**config.mk**
```make
export PLATFORM = sky130hd
export DESIGN_NAME = afx_frame_arbiter
export DESIGN_NICKNAME = d
export VERILOG_FILES = /design/src/rtl/afx_frame_arbiter.sv
export SDC_FILE = /design/constraint.sdc
export NUM_CORES = 1
export LEC_CHECK = 0
export BUFFER_PORTS_ARGS = -buffer_cell sky130_fd_sc_hd__buf_2
export CAP_MARGIN = 20
export CORE_MARGIN = 5
export CORE_UTILIZATION = 45
export CTS_CLUSTER_SIZE = 30
export DETAILED_ROUTE_END_ITERATION = 16
export PLACE_DENSITY = 0.75
export SYNTH_ARGS = -nofsm -noshare
export SYNTH_HDL_FRONTEND = slang
export SYNTH_SLANG_ARGS = --single-unit
```
**constraint.sdc**
```tcl
create_clock -name clk -period 5.1 [get_ports clk]
set_input_delay 0 -clock clk [delete_from_list [all_inputs] [get_ports clk]]
set_output_delay 0 -clock clk [all_outputs]
set_load 0.005 [all_outputs]
```
**src/rtl/afx_frame_arbiter.sv**
```systemverilog
// Round-robin frame arbiter: grants one requester at a time for a whole frame,
// forwards its beats into a shared skid buffer and force-releases stalled owners.
module afx_frame_arbiter #(
  parameter int NREQ = 4,
  parameter int DW   = 32,
  parameter int TMO  = 64
) (
  input  logic              clk,
  input  logic              rst,
  input  logic [NREQ-1:0]   req_valid,
  input  logic [NREQ*DW-1:0] req_data,
  input  logic [NREQ-1:0]   req_last,
  output logic [NREQ-1:0]   req_ready,
  output logic              buf_push,
  output logic [DW:0]       buf_din,
  input  logic              buf_full,
  input  logic              buf_afull,
  output logic [NREQ-1:0]   grant,
  output logic              busy,
  output logic              frame_done,
  output logic [15:0]       frame_len,
  output logic              tmo_err
);

  localparam int PW = (NREQ > 1) ? $clog2(NREQ) : 1;

  typedef enum logic {IDLE, XFER} state_t;

  state_t        state, state_nxt;
  logic [PW-1:0] rr_ptr, owner, pick, next_rr;
  logic          pick_vld;
  logic [15:0]   beat_cnt, stall_cnt;
  logic          own_valid, own_last, room, beat, last_beat, timeout;
  logic [DW-1:0] own_data;

  // Scan offsets from high to low so the nearest valid requester past rr_ptr wins.
  always_comb begin
    pick     = '0;
    pick_vld = 1'b0;
    for (int k = NREQ - 1; k >= 0; k--) begin
      int idx;
      idx = int'(rr_ptr) + k;
      if (idx >= NREQ) idx = idx - NREQ;
      if (req_valid[idx]) begin
        pick     = PW'(idx);
        pick_vld = 1'b1;
      end
    end
  end

  // grant is all-zero in IDLE, so the owner mux yields zeros there.
  always_comb begin
    own_data = '0;
    for (int i = 0; i < NREQ; i++)
      if (grant[i]) own_data = own_data | req_data[i*DW +: DW];
  end

  assign own_valid = |(req_valid & grant);
  assign own_last  = |(req_last & grant);
  assign room      = ~buf_afull & ~buf_full;
  assign req_ready = grant & {NREQ{room}};
  assign beat      = own_valid & room;
  assign buf_push  = beat;
  assign buf_din   = {own_last, own_data};
  assign busy      = (state == XFER);
  assign last_beat = beat & own_last;
  assign timeout   = busy & ~own_valid & (stall_cnt == 16'(TMO - 1));
  assign next_rr   = (owner == PW'(NREQ - 1)) ? '0 : owner + PW'(1);

  always_comb begin
    state_nxt = state;
    case (state)
      IDLE:    if (pick_vld) state_nxt = XFER;
      XFER:    if (last_beat || timeout) state_nxt = IDLE;
      default: state_nxt = IDLE;
    endcase
  end

  always_ff @(posedge clk or posedge rst) begin
    if (rst) state <= IDLE;
    else     state <= state_nxt;
  end

  always_ff @(posedge clk or posedge rst) begin
    if (rst) begin
      grant      <= '0;
      owner      <= '0;
      rr_ptr     <= '0;
      beat_cnt   <= '0;
      stall_cnt  <= '0;
      frame_len  <= '0;
      frame_done <= 1'b0;
      tmo_err    <= 1'b0;
    end else begin
      frame_done <= 1'b0;
      tmo_err    <= 1'b0;
      if (state == IDLE) begin
        if (pick_vld) begin
          grant     <= NREQ'(1) << pick;
          owner     <= pick;
          beat_cnt  <= '0;
          stall_cnt <= '0;
        end
      end else if (last_beat) begin
        grant      <= '0;
        frame_done <= 1'b1;
        frame_len  <= (beat_cnt == 16'hFFFF) ? beat_cnt : beat_cnt + 16'd1;
        rr_ptr     <= next_rr;
      end else if (timeout) begin
        grant     <= '0;
        tmo_err   <= 1'b1;
        frame_len <= beat_cnt;
        rr_ptr    <= next_rr;
      end else if (beat) begin
        beat_cnt  <= (beat_cnt == 16'hFFFF) ? beat_cnt : beat_cnt + 16'd1;
        stall_cnt <= '0;
      end else if (!own_valid) begin
        // Buffer backpressure alone never ages the owner toward timeout.
        stall_cnt <= stall_cnt + 16'd1;
      end
    end
  end

endmodule

```
==> impl_metrics.toml, run 1 <==
[run]
maxCapViolCount = 0

[global_routing]
grt_pass1_vias = 4606
grt-ovfl-total = 0
grt_max_degree = 60
grt_pass1_wl_um = 25200
grt_usage_pct = 28.2
antenna_found_initial = 4

[synthesis]
synth_top_area_cell = "dfrtp_1"
synth_edf_count = 0
syn_nets = 640
synthDistinctLibCells = 60
netlist_top_cells_count = "a22oi_1 (65), nand2_1 (61), dfrtp_1 (59)"
yosysTopAreaCellShare_pct = 35.2
synth_seq_cells = 59
netlist_top_cells_area = "dfrtp_1 (35%), a22oi_1 (12%), nand2_1 (5.5%)"
avgSynthCellArea_um2 = 8.44
yosysSeqAreaShare_pct = 35.2
async_reset_ff_share_pct = 100
yosysMostFrequentCell = "a22oi_1"
syn-cell-area_um2 = 4200
synth_warnings = 0
synthFlopType = "dfrtp_1"
netlist_instances = 497

[route]
wire_per_inst_um = 21.0
drt-total-wl_um = 16600
dr.pass1.iters = 5
dr.first_iter.drc_count = 413
via_count = 4901
ant_nets = 0
drc = 0
avgViaCountPerCell = 6.20

[cts]
cts_setup_buffers = 0
htree_levels = 3
cts_buffer_depth = 2
cts.sinks = 59
cts_tree = "done"
worst_skew_pair.late_latency_ps = 340
cts-root-buf = "clkbuf_8"
clk_pin_slew_ps = 60
cts-buffers-inserted = 9

[run_status]
status = "finished clean"

[die]
fp.dieH_um = 107
die_area_um2 = 11400
core.rowCount = 35
core_area_um2 = 9150
start_util_pct = 45.8
ioPinCount = 201
die_x_um = 107

[timing]
max_freq_mhz = 358
min_period_ps = 2800
rsz0062_at_grt = "no"
finalCritPeriodShare_pct = 54.8
tightestPinTransition_ps = 953
finalSetupTns_ps = 0
setup_violations = 0
relSlewSlack_pct = 36.0
skew_ps = 8.15
hold_viol_final = 0
setup_slack_ps = 2300
drv_slew = 0

[pwr]
vdd_ir_drop_max_mv = 0.223
comb_power_share_pct = 51.3
leakage_nw = 2.70
p_clk_share_pct = 17.7
pwr-share-seq_pct = 31.0
internal_power_mw = 1.25
swShare_pct = 42.6
netSwitchingPower_uw = 927
power_density_nw_per_um2 = 405

[worst_setup_path]
rrSetupSlack_ps = 2300
critPathCaptureType = "flip-flop"
cp.required_ps = 5320
r2r-start = "grant[3]"
cp-start-kind = "flip-flop"
worst-path-max-fanout = 24
crit_start = "grant[3]"
critPathKind = "reg -> reg"
arrival_ps = 3020

[place]
dpl_cell_area_um2 = 5170
gp_congestion = 0.971
place_hpwl_um = 12900
pre_cts_slack_ps = 2360
dp.cells = 770
place.port_buffers = 200

[worst_hold_path]
worstHoldStart = "req_valid[3]"
hold_path_class = "in -> reg"

[final_layout]
multi_input_area_um2 = 2450
instances_no_fill = 791
seqCellArea_um2 = 1480
drive_gt1_share_pct = 35.2
design_area_um2 = 5370
nets = 814
fillers = 849
area_delta_synth_final_pct = 27.9
timing repair:
item,4_1_cts,5_1_grt
hold buffers,1,0
resized for setup,0,0
endpoints found under the hold margin,59,0
layer usage:
| metal | vias to the layer above | GRT usage [%] | share of wire (%) |
|---|---|---|---|
| li1 | 2275 | - | - |
| met1 | 2371 | 35.6 | 40 |
| met2 | 227 | 47.4 | 50 |
| met3 | 28 | 7.35 | 8.2 |
| met4 | 0 | 8.31 | 2.2 |
| met5 | - | 0 | 0 |
critical path: stages (launching register included):
cell and delay, ps:
dfrtp_1 660, buf_4 380, a22oi_2 130, a21boi_1 240, nand2_2 270, inv_2 410, nor2_2 210, a221o_1 380
worst paths after layout:
| path | endpoint | cells past startpoint |
|---|---|---|
| worst min register to register | rr_ptr[0] | 1 |
| max in group asynchronous | frame_len[13] | 4 |
| worst min-delay path | owner[1] | 3 |
| min in group asynchronous | beat_cnt[5] | 4 |
| worst max-delay path | frame_len[4] | 7 |
| worst max register to register | frame_len[4] | 7 |
final cells by class:
class | instances | share of cell area [%]
multi-input combinational | 380 | 45.6
sequential | 59 | 27.5
timing repair buffer | 207 | 19.7
clock buffer | 14 | 3.03
tap | 111 | 2.59
inverter | 14 | 1.21
clock inverter | 2 | 0.187
antenna | 4 | 0.187
power by group through the flow:
stage	clock network (mW)	registers, mW	logic, mW
floorplan	0	0.623	0.701
global placement	0	0.668	1.09
detailed placement	0	0.677	1.11
CTS	0.387	0.669	1.11
global route	0.413	0.687	1.22
finish	0.385	0.673	1.12
state kept, by name, indices dropped and copies added, names as in the netlist:
signal	cells
beat_cnt	16
frame_len	16
stall_cnt	16
grant	4
owner	2
rr_ptr	2
busy	1
frame_done	1
tmo_err	1
cell usage in the layout (no fill, tap or decap), types with 3 or more instances in the layout:
cell type	instances
a22o_1	6
clkbuf_8	11
a31oi_1	3
o21a_1	6
a22oi_2	4
nor4_1	10
inv_1	11
a22oi_1	65
nand2_1	61
and3_1	9
buf_4	6
mux2i_1	6
dfrtp_1	59
and4_1	6
or4_1	8
a221o_1	5
o21ai_0	18
nand3_1	14
o22ai_1	5
nand4_1	17
diode_2	4
a41oi_1	3
a21oi_1	27
ha_1	3
buf_2	200
mux2_2	4
or3_1	6
nand2b_1	3
nor2_1	17
clkbuf_1	3
o21ai_1	5
a21o_1	8
and2_1	7
nor3_1	14
o31ai_1	11
kinds of logic (layout without fill, tap and decap cells):
| kind of cell | count (synthesis) | in the layout | share of synthesized area (%) |
|---|---|---|---|
| xor gates and xnor gates | 2 | 2 | 0.418 |
| AOI/OAI and AO/OA | 184 | 184 | 31.9 |
| buffers and inverters | 58 | 237 | 6.50 |
| muxes | 10 | 10 | 2.51 |
| DFF | 59 | 59 | 35.2 |
| adders and majority gates | 3 | 3 | 0.895 |
| and+or+nand+nor | 181 | 181 | 22.6 |
| other | 0 | 4 | 0 |
per-stage QoR:
stage               utilization, %  hold slack, ps  total power, mW
floorplan                        -             105             1.32
global placement              56.5             251             1.75
detailed placement            56.5             264             1.79
CTS                           58.5             158             2.17
global route                  58.6             176             2.32
finish                        58.6             168             2.17
(Power assumes the default switching activity.)
==> run 2: changes to the inputs <==
--- a/config.mk
+++ b/config.mk
@@ -8,7 +8,7 @@
 export BUFFER_PORTS_ARGS = -buffer_cell sky130_fd_sc_hd__buf_2
 export CAP_MARGIN = 20
 export CORE_MARGIN = 5
-export CORE_UTILIZATION = 45
+export CORE_UTILIZATION = 43
 export CTS_CLUSTER_SIZE = 30
 export DETAILED_ROUTE_END_ITERATION = 16
 export PLACE_DENSITY = 0.75
==> constraint.sdc (replaced) <==
create_clock -name clk -period 2.4 [get_ports clk]
set_input_delay 0 -clock clk [delete_from_list [all_inputs] [get_ports clk]]
set_output_delay 0 -clock clk [all_outputs]
set_load 0.005 [all_outputs]
==> run 2 against run 1 <==
Against the previous run: clock power up 150%; final cell count grew 3.9%; hold slack gained 31 ps; sequential cell count did not move; clock skew grew 0.76 ps; critical path depth down 1; sequential power is 110% higher; register-to-register slack lost 2200 ps; utilization is 1.4 points lower; sequential share of layout area fell by 0.75 points; first-iteration DRC count grew 30%; wire length is 1.0% higher.
==> impl_metrics.toml, run 2 (synthesis results as in run 1) <==
[run_status]
status = "finished clean"

[timing]
drv_slew = 0
setup_violations = 0
max_freq_mhz = 442
skew_ps = 8.91
min_period_ps = 2260
tightestPinTransition_ps = 871
finalCritPeriodShare_pct = 94.2
rsz0062_at_grt = "no"
relSlewSlack_pct = 41.7
finalSetupTns_ps = 0
hold_viol_final = 0

[pwr]
power_density_nw_per_um2 = 871
leakage_nw = 2.78
netSwitchingPower_mw = 1.99
comb_power_share_pct = 51.6
vdd_ir_drop_max_mv = 0.406
internal_power_mw = 2.81
pwr-share-seq_pct = 28.7
p_clk_share_pct = 19.7
swShare_pct = 41.4

[route]
via_count = 4976
avgViaCountPerCell = 6.05
wire_per_inst_um = 20.4
drc = 0
drt-total-wl_um = 16800
ant_nets = 0
dr.first_iter.drc_count = 538
dr.pass1.iters = 5

[worst_setup_path]
critPathKind = "reg -> reg"
arrival_ps = 2480
cp.required_ps = 2620
cp-start-kind = "flip-flop"
r2r_cells = 6
rrSetupSlack_ps = 140
crit_start = "stall_cnt[11]"
critPathCaptureType = "flip-flop"
r2r-start = "stall_cnt[11]"
worst-path-max-fanout = 19
r2r_end = "frame_len[5]"

[global_routing]
antenna_found_initial = 4
grt_pass1_vias = 4787
grt-ovfl-total = 0
grt_max_degree = 36
grt_usage_pct = 27.4
grt_pass1_wl_um = 25200

[final_layout]
fillers = 917
nets = 825
final_common_cell = "buf_2"
reg_top3 = "beat_cnt: 16 flops, frame_len: 16 flops, stall_cnt: 16 flops"
mostFrequentLayoutCells = "buf_2 (200), a22oi_1 (65), nand2_1 (61), dfrtp_1 (59), a21oi_1 (27)"
multi_input_area_um2 = 2450
seqCellArea_um2 = 1480
final_util_pct = 57.2
area_delta_synth_final_pct = 31.5
drive_gt1_share_pct = 36.5

[cts]
htree_levels = 3
cts.sinks = 59
cts-root-buf = "clkbuf_8"
worst_skew_pair.late_latency_ps = 340
cts_buffer_depth = 2
cts_tree = "done"
cts_setup_buffers = 0
cts-buffers-inserted = 9
clk_pin_slew_ps = 70

[die]
die_x_um = 109
start_util_pct = 43.5
core.rowCount = 36
core_area_um2 = 9640
ioPinCount = 201
fp.dieH_um = 109
die_area_um2 = 11800

[run]
maxCapViolCount = 0

[place]
gp_congestion = 0.954
place_hpwl_um = 13000
place.port_buffers = 200

[worst_hold_path]
whs_endpoint = "grant[0]"
hold_path_class = "in -> reg"
worstHoldStart = "req_valid[3]"
hold_depth = 4
==> run 2: worst max-delay path by stage <==
stage	end	cells after the start	slack, ps
6_report	frame_len[5]	6	140
5_1_grt	frame_len[5]	7	40
4_1_cts	frame_len[5]	7	120
3_5_place_dp	frame_len[6]	7	140
3_3_place_gp	frame_len[6]	6	170
2_1_floorplan	frame_len[4]	9	310
==> run 2: what timing repair did <==
action,in CTS,in global routing
hold buffers,1,0
gates resized for setup,0,0
endpoints found under the hold margin,27,0
endpoints found under the setup margin,0,5
==> run 2: cell type report <==
cell class,count,share of cell area [%]
clock inverters,2,0.635
diodes,4,0.181
inverters,14,1.18
flip-flops and latches,59,26.8
repair buffers,218,20.9
multi-input cells,380,44.4
clock buffers,12,2.99
well taps,133,3.02
==> run 2: power groups by stage <==
stage | Sequential, mW | Combinational (mW) | Clock, mW
3_3_place_gp | 1.38 | 2.41 | 0
5_1_grt | 1.41 | 2.76 | 1.02
6_report | 1.38 | 2.48 | 0.946
3_5_place_dp | 1.39 | 2.46 | 0
4_1_cts | 1.38 | 2.47 | 0.961
2_1_floorplan | 1.32 | 1.49 | 0
==> run 2: worst max-delay path, stage by stage, from the launching register on <==
cell,delay [ps]
dfrtp_1,440
nor4b_2,280
nand2_1,90
or4_4,670
clkinv_8,150
nor2_2,130
a221o_1,370
==> run 2: through the flow <==
| step | hold WS, ps | std cells | cell area, um2 | power [mW] | setup slack (ps) |
|---|---|---|---|---|---|
| 2_1_floorplan | 105 | 497 | 4200 | 2.81 | 311 |
| 3_3_place_gp | 112 | 803 | 5300 | 3.78 | 166 |
| 3_5_place_dp | 129 | 803 | 5300 | 3.85 | 142 |
| 4_1_cts | 164 | 818 | 5510 | 4.80 | 124 |
| 5_1_grt | 189 | 822 | 5520 | 5.19 | 42.5 |
| 6_report | 199 | 822 | 5520 | 4.80 | 139 |
==> run 2: layer usage <==
layer | track usage, % | share of wire (%) | vias to the layer above
met1 | 34.0 | 39 | 2393
met2 | 44.9 | 50 | 246
met3 | 5.98 | 8.1 | 41
met5 | 0 | 0 | -
met4 | 14.2 | 3.5 | 0
li1 | - | - | 2296
==> run 3: changes to the inputs <==
--- a/config.mk
+++ b/config.mk
@@ -12,6 +12,7 @@
 export CTS_CLUSTER_SIZE = 30
 export DETAILED_ROUTE_END_ITERATION = 16
 export PLACE_DENSITY = 0.75
+export REMOVE_ABC_BUFFERS = 1
 export SYNTH_ARGS = -nofsm -noshare
 export SYNTH_HDL_FRONTEND = slang
 export SYNTH_SLANG_ARGS = --single-unit
==> run 3 against run 2 <==
Against the previous run: clock skew increased by 1.3 ps; die area unchanged; utilization shrank 0.43 points; critical path depth grew 1; hold slack improved by 9.4 ps; largest power group unchanged; highest routed layer unchanged.
==> impl_metrics.toml, run 3 (synthesis results as in run 1) <==
[worst_setup_path]
cp-start-kind = "flip-flop"
r2r-start = "stall_cnt[0]"
cp.required_ps = 2620
r2r_end = "frame_len[2]"
rrSetupSlack_ps = 80
arrival_ps = 2540
max_stage_delay_ps = 650
critPathCaptureType = "flip-flop"
worst-path-max-fanout = 19
critPathKind = "reg -> reg"
r2r_cells = 7
worstPathCellList = "ha_1 > and3_1 > nand3_1 > or4_4 > clkinv_8 > nor2_2 > a221o_1"
slowest_stage = "or4_4"

[global_routing]
grt_pass1_wl_um = 24200
grt_pass1_vias = 4571
grt_max_degree = 36
grt-ovfl-total = 0
grt_usage_pct = 26.5
antenna_found_initial = 2

[route]
wire_per_inst_um = 20.0
drc = 0
drt-total-wl_um = 16400
route.met3.wl_um = 1440
avgViaCountPerCell = 6.05
top_layer_used = "met4"
dr_wl_met2_um = 8450
dr.pass1.iters = 5
via_count = 4965
dr.first_iter.drc_count = 503
ant_nets = 0
met1_length_um = 6350

[die]
core_area_um2 = 9640
start_util_pct = 43.5
core.rowCount = 36
ioPinCount = 201
fp.dieH_um = 109
die_area_um2 = 11800
die_x_um = 109

[final_layout]
instances_no_fill = 820
area_delta_synth_final_pct = 30.5
mostFrequentLayoutCells = "buf_2 (200), a22oi_1 (65), nand2_1 (61), dfrtp_1 (59), a21oi_1 (27)"
final_common_cell = "buf_2"
nets = 823
seqCellArea_um2 = 1480
design_area_um2 = 5470
multi_input_area_um2 = 2450
fillers = 892
reg_top3 = "beat_cnt: 16 flops, frame_len: 16 flops, stall_cnt: 16 flops"
final_util_pct = 56.8
drive_gt1_share_pct = 36.5

[pwr]
leakage_nw = 2.76
p_total_mw = 4.61
vdd_ir_drop_max_mv = 0.551
power_density_nw_per_um2 = 843

[cts]
cts-root-buf = "clkbuf_8"
cts.sinks = 59
cts-buffers-inserted = 9
cts_tree = "done"
htree_levels = 3
worst_skew_pair.late_latency_ps = 350
clk_pin_slew_ps = 70
cts_setup_buffers = 0
cts_buffer_depth = 2

[timing]
finalSetupTns_ps = 0
relSlewSlack_pct = 48.0
tightestPinTransition_ps = 778
finalCritPeriodShare_pct = 96.7
max_freq_mhz = 431
drv_slew = 0
min_period_ps = 2320
rsz0062_at_grt = "no"
hold_viol_final = 0
skew_ps = 10.2
setup_violations = 0

[place]
dp.cells = 801
dpl_cell_area_um2 = 5280
place.port_buffers = 200
place_hpwl_um = 12700
gp_congestion = 0.922

[worst_hold_path]
hold_depth = 3
hold_path_class = "in -> reg"
worstHoldStart = "req_valid[3]"
whs_endpoint = "owner[1]"

[run]
maxCapViolCount = 0

[run_status]
status = "finished clean"
## run 3: repair_timing
action | 4_1_cts | 5_1_grt
hold buffers | 1 | 0
hold endpoints to repair | 29 | 0
resized for setup | 0 | 0
setup endpoints to repair | 0 | 0
## run 3: critical path: cells and delay by family, from the launching register on
family                   cells  cell delay, ps
AO/OA/AOI/OAI                1             390
adder cells (fa/ha/maj)      1             180
buffers and inverters        1             150
flip-flops                   1             380
AND/OR/NAND/NOR              4            1100
## run 3: where the power goes
group          switching (mW)  internal [mW]
Combinational            1.35           1.06
Clock                   0.407          0.423
Sequential              0.194           1.18
Total                    1.95           2.66
## run 3: worst max path at each step
stage,startpoint,endpoint,slack [ps],cells past startpoint
final,stall_cnt[0],frame_len[2],80,7
after global routing,stall_cnt[12],frame_len[5],10,6
after CTS,stall_cnt[0],frame_len[5],100,7
after detailed placement,stall_cnt[1],frame_len[2],120,7
after global placement,stall_cnt[12],frame_len[5],170,6
after floorplan,grant[2],beat_cnt[7],-370,5
## run 3: cell type report
cell class                      instances  share of cell area (%)
Timing Repair Buffer                  216                    20.8
Clock inverter                          5                   0.503
Multi-Input combinational cell        380                    44.7
Clock buffer                           11                    2.77
Inverter                               14                    1.19
Sequential cell                        59                    27.0
Tap cell                              133                    3.04
Antenna cell                            2                  0.0914
## run 3: metrics by stage
step | hold slack (ps) | worst slack, ps
4_1_cts | 173 | 103
6_report | 208 | 80.2
3_5_place_dp | 136 | 122
5_1_grt | 178 | 14.1
3_3_place_gp | 122 | 171
2_1_floorplan | 105 | -373
## run 3: per-layer routing
| metal | GRT usage [%] | up-vias |
|---|---|---|
| li1 | - | 2294 |
| met1 | 34.0 | 2370 |
| met2 | 45.8 | 282 |
| met3 | 4.38 | 19 |
| met4 | 8.12 | 0 |
| met5 | 0 | - |
